==> src/rtl/ifu_pkg.sv <==
// Shared widths, constants and the buffered-fetch record for the instruction fetch unit.
package ifu_pkg;

    localparam int INST_W = 32;
    localparam int ADDR_W = 32;

    localparam logic [INST_W-1:0] INST_NOP           = 32'h0000_0013;
    localparam logic [ADDR_W-1:0] DEFAULT_RESET_ADDR = 32'h0000_0000;

    typedef logic [INST_W-1:0] inst_t;
    typedef logic [ADDR_W-1:0] addr_t;

    typedef struct packed {
        addr_t addr;
        inst_t inst;
    } fetch_t;

    function automatic addr_t word_align(input addr_t a);
        return a & ~addr_t'(3);
    endfunction

endpackage

==> src/rtl/ifu_fifo.sv <==
// Synchronous FIFO with flush; used for both the instruction buffer and the issued-address queue.
module ifu_fifo #(
    parameter int DEPTH = 2,
    parameter int WIDTH = 64,
    localparam int CW   = $clog2(DEPTH) + 1,
    localparam int PW   = (DEPTH > 1) ? $clog2(DEPTH) : 1
) (
    input  logic             clk,
    input  logic             rst,
    input  logic             push,
    input  logic             pop,
    input  logic             flush,
    input  logic [WIDTH-1:0] din,
    output logic [WIDTH-1:0] dout,
    output logic [CW-1:0]    count,
    output logic             full,
    output logic             empty
);

    logic [WIDTH-1:0] mem [DEPTH];
    logic [PW-1:0]    wr_ptr;
    logic [PW-1:0]    rd_ptr;

    always_ff @(posedge clk or posedge rst) begin
        if (rst) begin
            wr_ptr <= '0;
            rd_ptr <= '0;
            count  <= '0;
        end else if (flush) begin
            wr_ptr <= '0;
            rd_ptr <= '0;
            count  <= '0;
        end else begin
            if (push) wr_ptr <= wr_ptr + PW'(1);
            if (pop)  rd_ptr <= rd_ptr + PW'(1);
            case ({push, pop})
                2'b10:   count <= count + CW'(1);
                2'b01:   count <= count - CW'(1);
                default: count <= count;
            endcase
        end
    end

    // Storage is not reset; the head is only consumed while count is non-zero.
    always_ff @(posedge clk) begin
        if (push && !flush) mem[wr_ptr] <= din;
    end

    assign dout  = mem[rd_ptr];
    assign full  = (count == CW'(DEPTH));
    assign empty = (count == '0);

    a_no_overflow: assert property (@(posedge clk) disable iff (rst)
        !(push && full && !pop && !flush));
    a_no_underflow: assert property (@(posedge clk) disable iff (rst)
        !(pop && empty && !flush));

endmodule

==> src/rtl/ifu.sv <==
// Instruction fetch unit: owns the PC, issues word fetches on a req/gnt + rvalid bus,
// buffers returned words with their addresses and hands them to if_id under valid/ready.
module ifu
    import ifu_pkg::*;
#(
    parameter logic [31:0] RESET_ADDR = DEFAULT_RESET_ADDR,
    parameter int          FIFO_DEPTH = 2
) (
    input  logic              clk,
    input  logic              rst,
    input  logic              jump_ena_i,
    input  logic [ADDR_W-1:0] jump_addr_i,
    output logic              rom_req_o,
    output logic [ADDR_W-1:0] rom_addr_o,
    input  logic              rom_gnt_i,
    input  logic              rom_rvalid_i,
    input  logic [INST_W-1:0] rom_rdata_i,
    output logic              inst_valid_o,
    output logic [INST_W-1:0] inst_o,
    output logic [ADDR_W-1:0] inst_addr_o,
    input  logic              id_ready_i
);

    localparam int CW = $clog2(FIFO_DEPTH) + 1;

    addr_t         pc;
    addr_t         last_addr;
    logic          rst_q;
    logic [CW-1:0] outstanding;
    logic [CW-1:0] discard;
    logic [CW:0]   credit_used;

    logic          issue;
    logic          keep;
    logic          pop;

    addr_t         aq_head;
    logic [CW-1:0] aq_count;
    logic          aq_full;
    logic          aq_empty;

    fetch_t        buf_din;
    fetch_t        buf_head;
    logic [CW-1:0] buf_count;
    logic          buf_full;
    logic          buf_empty;

    // Outstanding fetches and buffered words share one credit pool so a response always has room.
    assign credit_used = {1'b0, outstanding} + {1'b0, buf_count};
    assign rom_req_o   = !rst_q && !jump_ena_i && (credit_used < (CW+1)'(FIFO_DEPTH));
    assign rom_addr_o  = pc;

    assign issue = rom_req_o && rom_gnt_i;
    assign keep  = rom_rvalid_i && (discard == '0) && !jump_ena_i;
    assign pop   = !buf_empty && id_ready_i && !jump_ena_i;

    assign buf_din = '{addr: aq_head, inst: rom_rdata_i};

    ifu_fifo #(
        .DEPTH (FIFO_DEPTH),
        .WIDTH (ADDR_W)
    ) u_addr_q (
        .clk   (clk),
        .rst   (rst),
        .push  (issue),
        .pop   (keep),
        .flush (jump_ena_i),
        .din   (pc),
        .dout  (aq_head),
        .count (aq_count),
        .full  (aq_full),
        .empty (aq_empty)
    );

    ifu_fifo #(
        .DEPTH (FIFO_DEPTH),
        .WIDTH ($bits(fetch_t))
    ) u_inst_buf (
        .clk   (clk),
        .rst   (rst),
        .push  (keep),
        .pop   (pop),
        .flush (jump_ena_i),
        .din   (buf_din),
        .dout  (buf_head),
        .count (buf_count),
        .full  (buf_full),
        .empty (buf_empty)
    );

    always_ff @(posedge clk or posedge rst) begin
        if (rst) begin
            rst_q <= 1'b1;
        end else begin
            rst_q <= 1'b0;
        end
    end

    always_ff @(posedge clk or posedge rst) begin
        if (rst) begin
            pc <= RESET_ADDR;
        end else if (jump_ena_i) begin
            pc <= word_align(jump_addr_i);
        end else if (issue) begin
            pc <= pc + addr_t'(4);
        end
    end

    always_ff @(posedge clk or posedge rst) begin
        if (rst) begin
            outstanding <= '0;
        end else begin
            case ({issue, rom_rvalid_i})
                2'b10:   outstanding <= outstanding + CW'(1);
                2'b01:   outstanding <= outstanding - CW'(1);
                default: outstanding <= outstanding;
            endcase
        end
    end

    // A jump turns every fetch still in flight (beyond one returning now) into a stale response.
    always_ff @(posedge clk or posedge rst) begin
        if (rst) begin
            discard <= '0;
        end else if (jump_ena_i) begin
            discard <= outstanding - CW'(rom_rvalid_i);
        end else if (rom_rvalid_i && (discard != '0)) begin
            discard <= discard - CW'(1);
        end
    end

    always_ff @(posedge clk or posedge rst) begin
        if (rst) begin
            last_addr <= RESET_ADDR;
        end else if (pop) begin
            last_addr <= buf_head.addr;
        end
    end

    assign inst_valid_o = !buf_empty;
    assign inst_o       = buf_empty ? INST_NOP  : buf_head.inst;
    assign inst_addr_o  = buf_empty ? last_addr : buf_head.addr;

    a_rvalid_needs_fetch: assert property (@(posedge clk) disable iff (rst)
        !(rom_rvalid_i && (outstanding == '0)));
    a_buf_no_overflow: assert property (@(posedge clk) disable iff (rst)
        !(keep && buf_full && !pop));
    a_addr_q_has_head: assert property (@(posedge clk) disable iff (rst)
        !(keep && aq_empty));
    a_addr_q_bounded: assert property (@(posedge clk) disable iff (rst)
        !(issue && aq_full) && (aq_count <= outstanding));

endmodule

==> config.mk <==
export PLATFORM = sky130hd
export DESIGN_NAME = ifu
export DESIGN_NICKNAME = d
export VERILOG_FILES = /design/src/rtl/ifu_pkg.sv /design/src/rtl/ifu_fifo.sv /design/src/rtl/ifu.sv
export SDC_FILE = /design/constraint.sdc
export NUM_CORES = 1
export LEC_CHECK = 0
export ABC_AREA = 0
export CAP_MARGIN = 40
export CORE_UTILIZATION = 54
export DETAILED_ROUTE_END_ITERATION = 6
export PLACE_DENSITY = 0.8
export SYNTH_ARGS = -nofsm -noshare
export SYNTH_HDL_FRONTEND = slang
export SYNTH_SLANG_ARGS = --single-unit
==> constraint.sdc <==
create_clock -name clk -period 6.6 [get_ports clk]
set_input_delay 1.32 -clock clk [delete_from_list [all_inputs] [get_ports clk]]
set_output_delay 1.32 -clock clk [all_outputs]
set_load 0.005 [all_outputs]
==> results.yml <==
clocking:
  hold_buffers: 0
  clk_latency_ns: 0.51
  cts_tree: "done"
  cts_buffers: 25
  clockRootBuffer: "clkbuf_16"
  cts.htree.levels: 1
  post_cts_buffers: 0
  cts_resized: 0
  clock_path_buffers: 3
  clk_pin_slew_worst_paths_ns: 0.06
  clkSinkCount: 255
floorplan:
  fp-row-count: 50
  coreArea_sq_um: 18900
  die_width_um: 141
  die_area_sq_um: 20000
  initial_core_util_pct: 55.6
  die_h_um: 141
  io_pins: 168
worst_setup_path:
  cp-end-kind: "primary output"
  start_kind: "flop"
  critical_path_required_ns: 5.28
  cp_cell_sequence: "nor2_2 -> buf_4 -> inv_2 -> buf_12 -> nor2_1 -> a21oi_1 -> clkdlybuf4s50_1"
  cp_num_buf_inv: 4
  criticalPathCategory: "flop to primary output"
  crit_fanout: 48
  cp_top_family: "buffers and inverters"
  worstPathArrival_ns: 2.74
  cpPeakStageDelay_ns: 0.57
  cpMaxStageDelayCell: "clkdlybuf4s50_1"
status:
  status: "finished, final reports clean"
drt:
  drc: 0
  ant_nets: 0
  num_vias: 6775
  drtIter0Drc: 417
  wl_per_cell_um: 18.6
  viasPerCell: 5.59
  first_pass_iters: 7
  drt_wl_total_um: 22600
layout:
  fin_nets: 1010
  final_area_sq_um: 13300
  fillers: 1310
  layout-drive-gt1-share_pct: 10.3
  area_growth_pct: 26.5
  multiInputGateArea_sq_um: 2990
  antenna_cells_inserted: 0
  regArea_sq_um: 7310
power:
  switchingPower_mw: 1.26
  clock_power_share_pct: 30.7
  power_frac_comb_pct: 23.7
  pwr-share-seq_pct: 45.6
  power_density_nw_per_um2: 355
  power_mw: 4.71
  swShare_pct: 26.7
  internal-power_mw: 3.45
  vdd_ir_drop_max_mv: 0.174
  p_leak_nw: 4.66
timing:
  max-slew-margin-rel_pct: 49.0
  worst_slack_ns: 2.54
  finalHoldViolCount: 0
  holdWs_ns: 0.515
  finalCritPeriodShare_pct: 61.6
  worst_pin_slew_ns: 0.765
  report.final.slew_viol_count: 0
  setup-tns-final_ns: 0
  rsz0062_at_grt: "false"
  max_freq_ghz: 0.246
  fin_crit_ns: 4.06
  clock_skew_ns: 0.0125
  setup_viol: 0
synthesis:
  ys_seq_area_share_pct: 69.5
  synth.avg_cell_area_sq_um: 13.6
  synth_cells: 772
  netlist_top_cells_area: "edfxtp_1 (53%), dfrtp_1 (17%), mux2i_1 (6.4%)"
  async_flop_share_pct: 27.8
  synth-edff-count: 184
  syn_area_sq_um: 10500
  yosys.area.top_type: "edfxtp_1"
  synth-warning-count: 0
  synth_most_common_cell: "edfxtp_1"
  ys_ff_latch: 255
  netlist.area_leader.share_pct: 52.6
  synth_top_flop_cell: "edfxtp_1"
  synth_common_cells: "edfxtp_1 (184), nor2_1 (109), a21oi_1 (71)"
  synth_cell_type_count: 55
global_routing:
  antenna_found_initial: 0
  grt-ovfl-total: 0
  grt_pass1_vias: 6536
  track_usage_pct: 22.9
  grt_max_degree: 61
  grt_pass1_wl_um: 35200
hold_path:
  hold_class: "flop to flop"
placement:
  globalplace.congestion: 0.876
  port_buffers: 161
  placed_area_sq_um: 12400
  pre_cts_slack_ns: 2.49
  dp.final_hpwl_um: 14000
job:
  drv_cap: 0
## area by class of cell
| class | count | area share (%) |
|---|---|---|
| clock buffer | 34 | 5.11 |
| clock inverter | 11 | 1.14 |
| inverter | 17 | 0.499 |
| multi-input combinational | 461 | 22.5 |
| sequential | 255 | 55.0 |
| tap | 260 | 2.45 |
| timing repair buffer | 175 | 13.3 |
## cells by family after synthesis
kind of cell             synth area share (%)
adder cells (fa/ha/maj)                 0.667
AND/OR/NAND/NOR                          9.79
other                                  0.0357
buffers and inverters                    2.53
multiplexers                             9.60
flip-flops                               69.5
AO/OA/AOI/OAI                            7.10
XOR/XNOR                                0.750
## power groups by stage
stage               Clock, mW  Sequential [mW]  Combinational (mW)
finish                   1.45             2.15                1.12
global route             1.53             2.17                1.23
CTS                      1.46             2.15                1.13
detailed placement          0             2.17                1.11
global placement            0             2.17                1.05
floorplan                   0             2.12               0.593
## per-stage QoR
stage,utilization [%],std cells
2_1_floorplan,-,776
3_3_place_gp,65.5,1164
3_5_place_dp,65.9,1167
4_1_cts,70.3,1212
5_1_grt,70.3,1213
6_report,70.3,1213
## cell usage in the layout (no fill, tap or decap), types with 4 or more instances in the layout
| cell type | Yosys | final |
|---|---|---|
| edfxtp_1 | 184 | 184 |
| clkdlybuf4s50_1 | 0 | 160 |
| nor2_1 | 109 | 106 |
| a21oi_1 | 71 | 71 |
| dfrtp_1 | 70 | 69 |
| mux2i_1 | 67 | 67 |
| nand2_1 | 43 | 43 |
| mux2_2 | 30 | 30 |
| clkbuf_16 | 0 | 25 |
| nand3_1 | 21 | 21 |
| o21ai_0 | 21 | 21 |
| inv_1 | 16 | 14 |
| nand4_1 | 10 | 10 |
| buf_4 | 5 | 10 |
| o211ai_1 | 7 | 7 |
| clkbuf_1 | 27 | 7 |
| xor2_1 | 6 | 6 |
| o311ai_0 | 6 | 6 |
| nor4_1 | 5 | 5 |
| conb_1 | 1 | 5 |
| a31oi_1 | 4 | 4 |
| ha_1 | 4 | 4 |
| bufinv_16 | 0 | 4 |
| clkinv_2 | 0 | 4 |
## final timing paths
kind / from / end / slack [ns] / depth (start not counted)
setup / recovery: u_inst_buf.count[1] / inst_addr_o[20] / 2.54 / 7
hold / removal: outstanding[0] / outstanding[0] / 0.52 / 1
setup reg to reg: u_inst_buf.count[0] / u_addr_q.mem[0][19] / 3.10 / 9
hold reg to reg: outstanding[0] / outstanding[0] / 0.52 / 1
max in group asynchronous: rst / rst_q / 4.75 / 4
min in group asynchronous: rst / last_addr[6] / 1.21 / 3
## routing by layer
metal	up-vias	GRT usage, %	wire length, um
met5	-	0	0
met4	0	6.11	398
met3	36	4.08	1590
met2	279	38.9	11100
met1	3279	30.8	9510
li1	3181	-	-
## flip-flops by register name, indices dropped and copies added (netlist names)
signal / count
discard: 2
last_addr: 30
outstanding: 2
rom_addr_o: 30
rst_q: 1
u_addr_q.mem: 60
u_addr_q.rd_ptr: 1
u_addr_q.wr_ptr: 1
u_inst_buf.count: 2
u_inst_buf.mem: 124
u_inst_buf.rd_ptr: 1
u_inst_buf.wr_ptr: 1
## worst register-to-register path, delay by kind of cell (launching register included)
family,cells,cell delay [ns]
buffers and inverters,4,0.93
adders and majority gates,1,0.47
DFF,1,0.42
and+or+nand+nor,4,1.34
Note: power is estimated with default switching activity, not from simulation.
